$ cat config.mk
export PLATFORM = sky130hd
export DESIGN_NAME = axis_packet_serializer_flat
export DESIGN_NICKNAME = d
export VERILOG_FILES = /design/src/rtl/axis_packet_serializer_if.sv /design/src/rtl/axis_packet_serializer.sv /design/src/flat_wrapper.sv
export SDC_FILE = /design/constraint.sdc
export NUM_CORES = 1
export LEC_CHECK = 0
export ABC_AREA = 0
export CORE_ASPECT_RATIO = 0.75
export CORE_MARGIN = 2
export CORE_UTILIZATION = 50
export CTS_CLUSTER_DIAMETER = 200
export DETAILED_ROUTE_END_ITERATION = 6
export PLACE_DENSITY = 0.79
export SLEW_MARGIN = 25
export SYNTH_ARGS = -nofsm -noshare
export SYNTH_HDL_FRONTEND = slang
export SYNTH_SLANG_ARGS = --single-unit
$ cat constraint.sdc
create_clock -name clk -period 4.11 [get_ports clk]
set_input_delay 1.233 -clock clk [delete_from_list [all_inputs] [get_ports clk]]
set_output_delay 1.233 -clock clk [all_outputs]
set_load 0.02 [all_outputs]
$ cat src/rtl/axis_packet_serializer_if.sv
// Bundle of the parallel packet input port and the AXIS beat output port of the serializer.
// "master" is the serializer's own view; "slave" is the view of whatever drives and sinks it.
interface axis_packet_serializer_if #(
    parameter int WORD_W  = 8,
    parameter int BUS_W   = 8,
    parameter int N_BEATS = 10
);
    localparam int WORDS_PER_BEAT = BUS_W / WORD_W;

    logic                                      s_valid;
    logic                                      s_ready;
    logic [N_BEATS*WORDS_PER_BEAT*WORD_W-1:0]  s_data;
    logic                                      m_valid;
    logic                                      m_ready;
    logic [WORDS_PER_BEAT*WORD_W-1:0]          m_data;
    logic                                      m_last;

    modport master (
        input  s_valid, s_data, m_ready,
        output s_ready, m_valid, m_data, m_last
    );

    modport slave (
        output s_valid, s_data, m_ready,
        input  s_ready, m_valid, m_data, m_last
    );
endinterface

$ cat src/rtl/axis_packet_serializer.sv
// Takes a whole N_BEATS packet in one handshake and replays it as an AXIS stream,
// one beat per cycle, reloading on the last beat so back-to-back packets have no bubble.
//
// state | meaning
// IDLE  | no packet held; s_ready=1, m_valid=0
// SEND  | streaming pkt_q[cnt_q]; m_last on beat N_BEATS-1
module axis_packet_serializer #(
    parameter int WORD_W  = 8,
    parameter int BUS_W   = 8,
    parameter int N_BEATS = 10
) (
    input  logic                    clk,
    input  logic                    rst,
    axis_packet_serializer_if.master bus
);
    localparam int WORDS_PER_BEAT = BUS_W / WORD_W;
    localparam int BEAT_W         = WORDS_PER_BEAT * WORD_W;
    localparam int CNT_W          = (N_BEATS > 1) ? $clog2(N_BEATS) : 1;
    localparam logic [CNT_W-1:0] LAST_CNT = CNT_W'(N_BEATS - 1);

    typedef enum logic {
        IDLE = 1'b0,
        SEND = 1'b1
    } state_t;

    state_t                          state_q, state_d;
    logic [CNT_W-1:0]                cnt_q, cnt_d;
    logic [N_BEATS-1:0][BEAT_W-1:0]  pkt_q;
    logic [BEAT_W-1:0]               data_q, data_d;
    logic                            load;
    logic                            valid_c;
    logic                            last_c;

    always_ff @(posedge clk or posedge rst) begin
        if (rst) begin
            state_q <= IDLE;
            cnt_q   <= '0;
            pkt_q   <= '0;
            data_q  <= '0;
        end else begin
            state_q <= state_d;
            cnt_q   <= cnt_d;
            data_q  <= data_d;
            if (load) begin
                pkt_q <= bus.s_data;
            end
        end
    end

    // m_data is registered so it holds the last sent beat while idle
    always_comb begin
        state_d = state_q;
        cnt_d   = cnt_q;
        data_d  = data_q;
        load    = 1'b0;
        case (state_q)
            IDLE: begin
                if (bus.s_valid) begin
                    load    = 1'b1;
                    cnt_d   = '0;
                    state_d = SEND;
                end
            end
            SEND: begin
                if (bus.m_ready) begin
                    if (cnt_q == LAST_CNT) begin
                        cnt_d = '0;
                        if (bus.s_valid) begin
                            load = 1'b1;
                        end else begin
                            state_d = IDLE;
                        end
                    end else begin
                        cnt_d  = CNT_W'(cnt_q + 1'b1);
                        data_d = pkt_q[cnt_d];
                    end
                end
            end
            default: state_d = IDLE;
        endcase
        if (load) begin
            data_d = bus.s_data[BEAT_W-1:0];
        end
    end

    always_comb begin
        valid_c     = (state_q == SEND);
        last_c      = valid_c && (cnt_q == LAST_CNT);
        bus.m_valid = valid_c;
        bus.m_last  = last_c;
        bus.m_data  = data_q;
        bus.s_ready = (state_q == IDLE) || (valid_c && bus.m_ready && last_c);
    end
endmodule

$ cat src/flat_wrapper.sv
// flat-port wrapper written by rule: the top's interface ports become plain ports
module axis_packet_serializer_flat 
#(
    parameter int WORD_W  = 8,
    parameter int BUS_W   = 8,
    parameter int N_BEATS = 10
)
  (clk, rst, bus_s_valid, bus_s_data, bus_m_ready, bus_s_ready, bus_m_valid, bus_m_data, bus_m_last);
  axis_packet_serializer_if #(.WORD_W(WORD_W), .BUS_W(BUS_W), .N_BEATS(N_BEATS)) bus_i ();
  input  logic clk;
  input  logic rst;
  input wire logic [$bits(bus_i.s_valid)-1:0] bus_s_valid;
  input wire logic [$bits(bus_i.s_data)-1:0] bus_s_data;
  input wire logic [$bits(bus_i.m_ready)-1:0] bus_m_ready;
  output wire logic [$bits(bus_i.s_ready)-1:0] bus_s_ready;
  output wire logic [$bits(bus_i.m_valid)-1:0] bus_m_valid;
  output wire logic [$bits(bus_i.m_data)-1:0] bus_m_data;
  output wire logic [$bits(bus_i.m_last)-1:0] bus_m_last;
  assign bus_i.s_valid = bus_s_valid;
  assign bus_i.s_data = bus_s_data;
  assign bus_i.m_ready = bus_m_ready;
  assign bus_s_ready = bus_i.s_ready;
  assign bus_m_valid = bus_i.m_valid;
  assign bus_m_data = bus_i.m_data;
  assign bus_m_last = bus_i.m_last;
  axis_packet_serializer #(.WORD_W(WORD_W), .BUS_W(BUS_W), .N_BEATS(N_BEATS)) u_core (.clk(clk), .rst(rst), .bus(bus_i));
endmodule
==> results.yml, run 1 <==
status:
  status: "finished clean"
sta:
  slew_violations: 0
  rsz0062_at_grt: "no"
  post-route-period-util_pct: 95.9
  timing.fmax_ghz: 0.254
  fin_ws_ns: 0.169
  fin_skew_ns: 0.0103
  min_period_ns: 3.94
  holdWs_ns: 0.476
  finalHoldViolCount: 0
  setup_viol: 0
  tns_ns: 0
  max_slew.worst_pin.slew_ns: 0.936
  max_slew_margin_pct: 37.6
power:
  clock_power_share_pct: 21.1
  intPower_mw: 2.52
  peakVddDrop_v: 0.000264
  seq_power_share_pct: 40.7
  comb_power_share_pct: 38.2
  switchingPower_mw: 1.31
  switching_share_pct: 34.2
  power.density_nw_per_um2: 658
  leakage_nw: 2.82
setup_path:
  worstPathRequired_ns: 2.88
  critical_path.max_stage_delay_ns: 0.65
  worstPathArrival_ns: 2.71
  path_delay_family: "buffers and inverters"
  crit_path_top_delay_cell: "clkdlybuf4s50_1"
  worst_path_most_repeated_cell: "clkdlybuf4s50_1"
  crit_path_start_kind: "input pin"
  crit_type: "in2out"
  worst-path-buf-inv: 3
  r2r_cells: 6
  worstSetupPathDepth: 4
  crit_chain: "clkdlybuf4s50_1 -> inv_1 -> o21ai_2 -> clkdlybuf4s50_1"
  critPathMaxFanout: 4
  end_kind: "output pin"
finish:
  layout-drive-gt1-share_pct: 11.9
  layout_commonest_cell: "nand2_1"
  fin_area_um2: 5810
  area_delta_synth_final_pct: 28.4
  mostFrequentLayoutCells: "nand2_1 (251), clkdlybuf4s50_1 (94), dfrtp_1 (93)"
  stdcell_count: 673
  nets: 642
  num_antenna_cells: 0
placement:
  dp_slack_ns: 0.167
  gp_congestion: 0.762
  dp_cells: 657
  dp_hpwl_um: 7260
  port_buffers: 94
  placed_cell_area_um2: 5520
detailed_routing:
  drc: 0
  detail_route.iter0.violations: 204
  antenna_left: 0
  routed_via_density: 5.23
  wire_per_inst_um: 15.8
  drt-total-wl_um: 10600
  detail_route.first_pass.iterations: 5
  vias: 3517
die:
  die_y_um: 86.4
  start_util_pct: 50.7
  die_w_um: 114
  fp.dieArea_um2: 9840
  core-area_um2: 8930
  row_count: 30
  io_pins: 95
global_route:
  grt_overflow: 0
  grt_max_degree: 89
  antenna_found_initial: 0
  grt_first_pass_wirelength_um: 17500
  grt_pass1_vias: 3574
  grtUsageTotal_pct: 22.9
cts:
  cts.htree.levels: 3
  cts_tree: "done"
  path_clk_slew_ns: 0.07
  clock-sinks: 93
  clk_latency_ns: 0.34
  postCtsHoldBufs: 0
  cts_resized: 0
  post_cts_buffers: 0
  cts_root_buffer: "clkbuf_16"
  clk_path_buf_depth: 2
  cts_inserted_buffers: 9
synth:
  synth_top_area_cell: "dfrtp_1"
  ys.warnings.count: 0
  netlist_area_um2: 4530
  syn_nets: 555
  synth_mux_area_share_pct: 10.2
  synth-simple-area-share_pct: 26.3
  syn_area_per_cell_um2: 9.65
  syn_inst: 469
  seq_area_frac_synth_pct: 51.4
  synthAdderAreaFrac_pct: 0.553
  yosys.cell_types.count: 35
  synth_xor_area_share_pct: 0
  yosys-top-cells-area: "dfrtp_1 (51%), nand2_1 (21%), mux4_2 (8.0%), mux2_2 (2.0%), a2111oi_4 (1.8%)"
  synth_top_cell_area_share_pct: 51.4
  synth-compound-area-share_pct: 7.71
  synth-seq-cells: 93
  synth_top_family_by_area: "simple AND/OR/NAND/NOR gates"
hold_path:
  hold_depth: 2
  hold_path_class: "reg2reg"
flow_run:
  maxCapViolCount: 0
-- per-stage QoR --
step / total power [mW] / util, %
3_3_place_gp: 2.96 / 61.8
3_5_place_dp: 3.04 / 61.8
4_1_cts: 3.85 / 65.0
5_1_grt: 4.08 / 65.0
6_report: 3.83 / 65.0
2_1_floorplan: 2.59 / -
-- final timing paths --
kind	from	endpoint	slack, ns
setup / recovery	bus_m_ready	bus_s_ready	0.17
hold / removal	u_core.pkt_q[9]$_DFFE_PP0P_	u_core.pkt_q[9]$_DFFE_PP0P_	0.48
setup reg to reg	u_core.cnt_q[1]$_DFFE_PP0P_	u_core.bus.m_data[1]$_DFFE_PP0P_	1.40
hold reg to reg	u_core.pkt_q[9]$_DFFE_PP0P_	u_core.pkt_q[9]$_DFFE_PP0P_	0.48
max in group asynchronous	rst	u_core.pkt_q[74]$_DFFE_PP0P_	2.14
min in group asynchronous	rst	u_core.pkt_q[57]$_DFFE_PP0P_	1.25
-- state kept, by name, indices dropped and copies added (netlist names) --
name / cells
u_core.bus.m_data: 8
u_core.cnt_q: 4
u_core.bus.m_valid: 1
u_core.pkt_q: 80
-- per-layer routing --
layer | wire length, um | share of wire (%) | track usage (%)
met1 | 4950 | 47 | 32.1
met2 | 4940 | 47 | 37.0
met3 | 554 | 5.2 | 4.90
met4 | 154 | 1.5 | 6.21
met5 | 0 | 0 | 0
-- layout make-up --
cell class,instances,area [um^2]
clock inverter,6,51.3
clock buffer,10,239
inverter,4,16.3
multi-input combinational,347,2030
timing repair buffer,101,1010
fill,753,3120
sequential,93,2330
tap,112,140
-- synth_stat cells --
cell / instances
and2_1: 2
o21ai_0: 5
ha_1: 2
nand2_1: 252
clkbuf_2: 1
nor2b_1: 13
mux2_2: 8
o21ai_2: 1
o31ai_1: 7
a31oi_2: 1
nand2b_1: 2
nor4bb_1: 1
buf_6: 3
nor2_1: 10
dfrtp_1: 93
nand3b_2: 1
buf_2: 3
a31oi_4: 1
clkbuf_1: 8
a31o_4: 1
a2111oi_4: 3
o21ai_1: 1
nand3b_4: 1
o31ai_2: 2
buf_4: 10
mux4_2: 16
nand3_1: 2
a2111oi_2: 5
inv_1: 4
and2b_1: 5
nor3_1: 1
mux2i_1: 1
nor3b_1: 1
a21o_1: 1
a21bo_4: 1
-- tightest hold or removal path: cells and delay by family, from the launching register on --
family / cells / cell delay [ns]
flops: 1 / 0.34
simple gates: 2 / 0.10
-- power groups by stage --
stage	sequential, mW	combinational, mW	clock [mW]
5_1_grt	1.60	1.62	0.858
3_3_place_gp	1.53	1.43	0
2_1_floorplan	1.52	1.07	0
3_5_place_dp	1.56	1.47	0
6_report	1.56	1.46	0.809
4_1_cts	1.55	1.48	0.820
-- cells by family (layout without fill, tap and decap cells) --
logic type | count (synthesis) | count (layout)
AOI/OAI and AO/OA | 29 | 29
adders and majority gates | 2 | 2
buffers and inverters | 29 | 121
DFF | 93 | 93
muxes | 25 | 25
and+or+nand+nor | 291 | 291
(Power assumes the default switching activity.)
==> run 2: changes to the inputs <==
CELL_PAD_IN_SITES_DETAIL_PLACEMENT = 0   (was default)
CELL_PAD_IN_SITES_GLOBAL_PLACEMENT = 1   (was default)
CORE_UTILIZATION = 39   (was 50)
PLACE_DENSITY = 0.81   (was 0.79)
==> results.yml, run 2 (same netlist as run 1, synthesis figures left out) <==
die:
  die_y_um: 97.3
  core-area_um2: 11400
  die_w_um: 128
  fp.dieArea_um2: 12500
  io_pins: 95
  start_util_pct: 39.6
  row_count: 34
global_route:
  grt_pass1_vias: 3576
  grt_first_pass_wirelength_um: 17700
  grtUsageTotal_pct: 18.4
  grt_overflow: 0
  antenna_found_initial: 0
  grt_max_degree: 57
placement:
  port_buffers: 94
  dp_slack_ns: 0.195
  dp_cells: 694
  placed_cell_area_um2: 5610
  dp_hpwl_um: 7460
  gp_congestion: 0.793
setup_path:
  worstPathArrival_ns: 2.68
  r2r_setup_slack_ns: 1.40
  critPathMaxFanout: 4
  r2r_start: "u_core.cnt_q[1]$_DFFE_PP0P_"
  crit_path_top_delay_cell: "clkdlybuf4s50_1"
  crit_path_start_kind: "input pin"
  worstPathRequired_ns: 2.88
  crit_type: "in2out"
  critical_path.max_stage_delay_ns: 0.65
  worst_path_most_repeated_cell: "clkdlybuf4s50_1"
  end_kind: "output pin"
  r2r_cells: 6
  crit_chain: "clkdlybuf4s50_1 -> inv_1 -> o21ai_2 -> clkdlybuf4s50_1"
  timing.rr.end: "u_core.bus.m_data[4]$_DFFE_PP0P_"
sta:
  rsz0062_at_grt: "no"
  fin_ws_ns: 0.192
  fin_skew_ns: 0.00927
  tns_ns: 0
  post-route-period-util_pct: 95.3
  slew_violations: 0
  timing.fmax_ghz: 0.255
  min_period_ns: 3.92
  max_slew.worst_pin.slew_ns: 0.906
  setup_viol: 0
  holdWs_ns: 0.472
  finalHoldViolCount: 0
  max_slew_margin_pct: 39.6
cts:
  clk_path_buf_depth: 2
  cts_root_buffer: "clkbuf_16"
  path_clk_slew_ns: 0.06
  postCtsHoldBufs: 0
  cts.htree.levels: 3
  cts_tree: "done"
  cts_inserted_buffers: 9
  clock-sinks: 93
  clk_latency_ns: 0.34
  cts_resized: 0
  post_cts_buffers: 0
power:
  p_total_mw: 3.79
  leakage_nw: 2.83
  power.density_nw_per_um2: 644
  peakVddDrop_v: 0.000272
finish:
  stdcell_count: 709
  fin_util_pct: 51.5
  largest_reg_flops: 80
  multi_input_area_um2: 2030
  layout_commonest_cell: "nand2_1"
  area_delta_synth_final_pct: 30.1
  mostFrequentLayoutCells: "nand2_1 (251), clkdlybuf4s50_1 (94), dfrtp_1 (93)"
  fin_area_um2: 5890
  nets: 647
  largest_register: "u_core.pkt_q"
  num_antenna_cells: 0
  fill_cells: 1048
  regArea_um2: 2330
  layout-drive-gt1-share_pct: 12.4
detailed_routing:
  wire_per_inst_um: 15.0
  detail_route.iter0.violations: 180
  drc: 0
  antenna_left: 0
  vias: 3459
  routed_via_density: 4.88
  detail_route.first_pass.iterations: 4
  drt-total-wl_um: 10600
status:
  status: "finished clean"
hold_path:
  hp-start: "u_core.pkt_q[63]$_DFFE_PP0P_"
  hold_depth: 2
  hold_end: "u_core.pkt_q[63]$_DFFE_PP0P_"
  hold_path_class: "reg2reg"
flow_run:
  maxCapViolCount: 0
==> run 2: worst max path at each step <==
stage / start / endpoint / slack, ns / cells past startpoint
6_report: bus_m_ready / bus_s_ready / 0.19 / 4
5_1_grt: bus_m_ready / bus_s_ready / 0.12 / 4
4_1_cts: bus_m_ready / bus_s_ready / 0.18 / 4
3_5_place_dp: bus_m_ready / bus_s_ready / 0.20 / 4
3_3_place_gp: bus_m_ready / bus_s_ready / 0.23 / 4
2_1_floorplan: rst / u_core.bus.m_data[0]$_DFFE_PP0P_ / 0.46 / 1
==> run 2: final cells by class <==
| class | instances | share of cell area, % |
|---|---|---|
| timing repair buffer | 106 | 17.9 |
| inverter | 4 | 0.276 |
| multi-input combinational | 347 | 34.5 |
| sequential | 93 | 39.5 |
| clock inverter | 3 | 0.361 |
| clock buffer | 12 | 4.36 |
| tap | 144 | 3.06 |
==> run 2: critical path, delay by kind of cell <==
family          cells  cell delay, ns
buf+inv             3            1.24
compound gates      1            0.22
==> run 2: power breakdown <==
part / switching (mW) / internal [mW]
combinational: 0.703 / 0.781
clock: 0.334 / 0.440
sequential: 0.223 / 1.31
total: 1.26 / 2.53
==> run 2: routing by layer <==
layer  up-vias  routed length, um  track usage, %  share of wire [%]
met5         -                  0               0                  0
li1       1699                  -               -                  -
met1      1665               5230            26.5                 49
met4         0                136            5.58                1.3
met2        85               4660            27.9                 44
met3        10                584            4.13                5.5
==> run 3: changes to the inputs <==
SKIP_LAST_GASP = 1   (was default)
==> results of run 3 <==
Same layout as run 2: the final DEF is identical, and so are final timing and power.
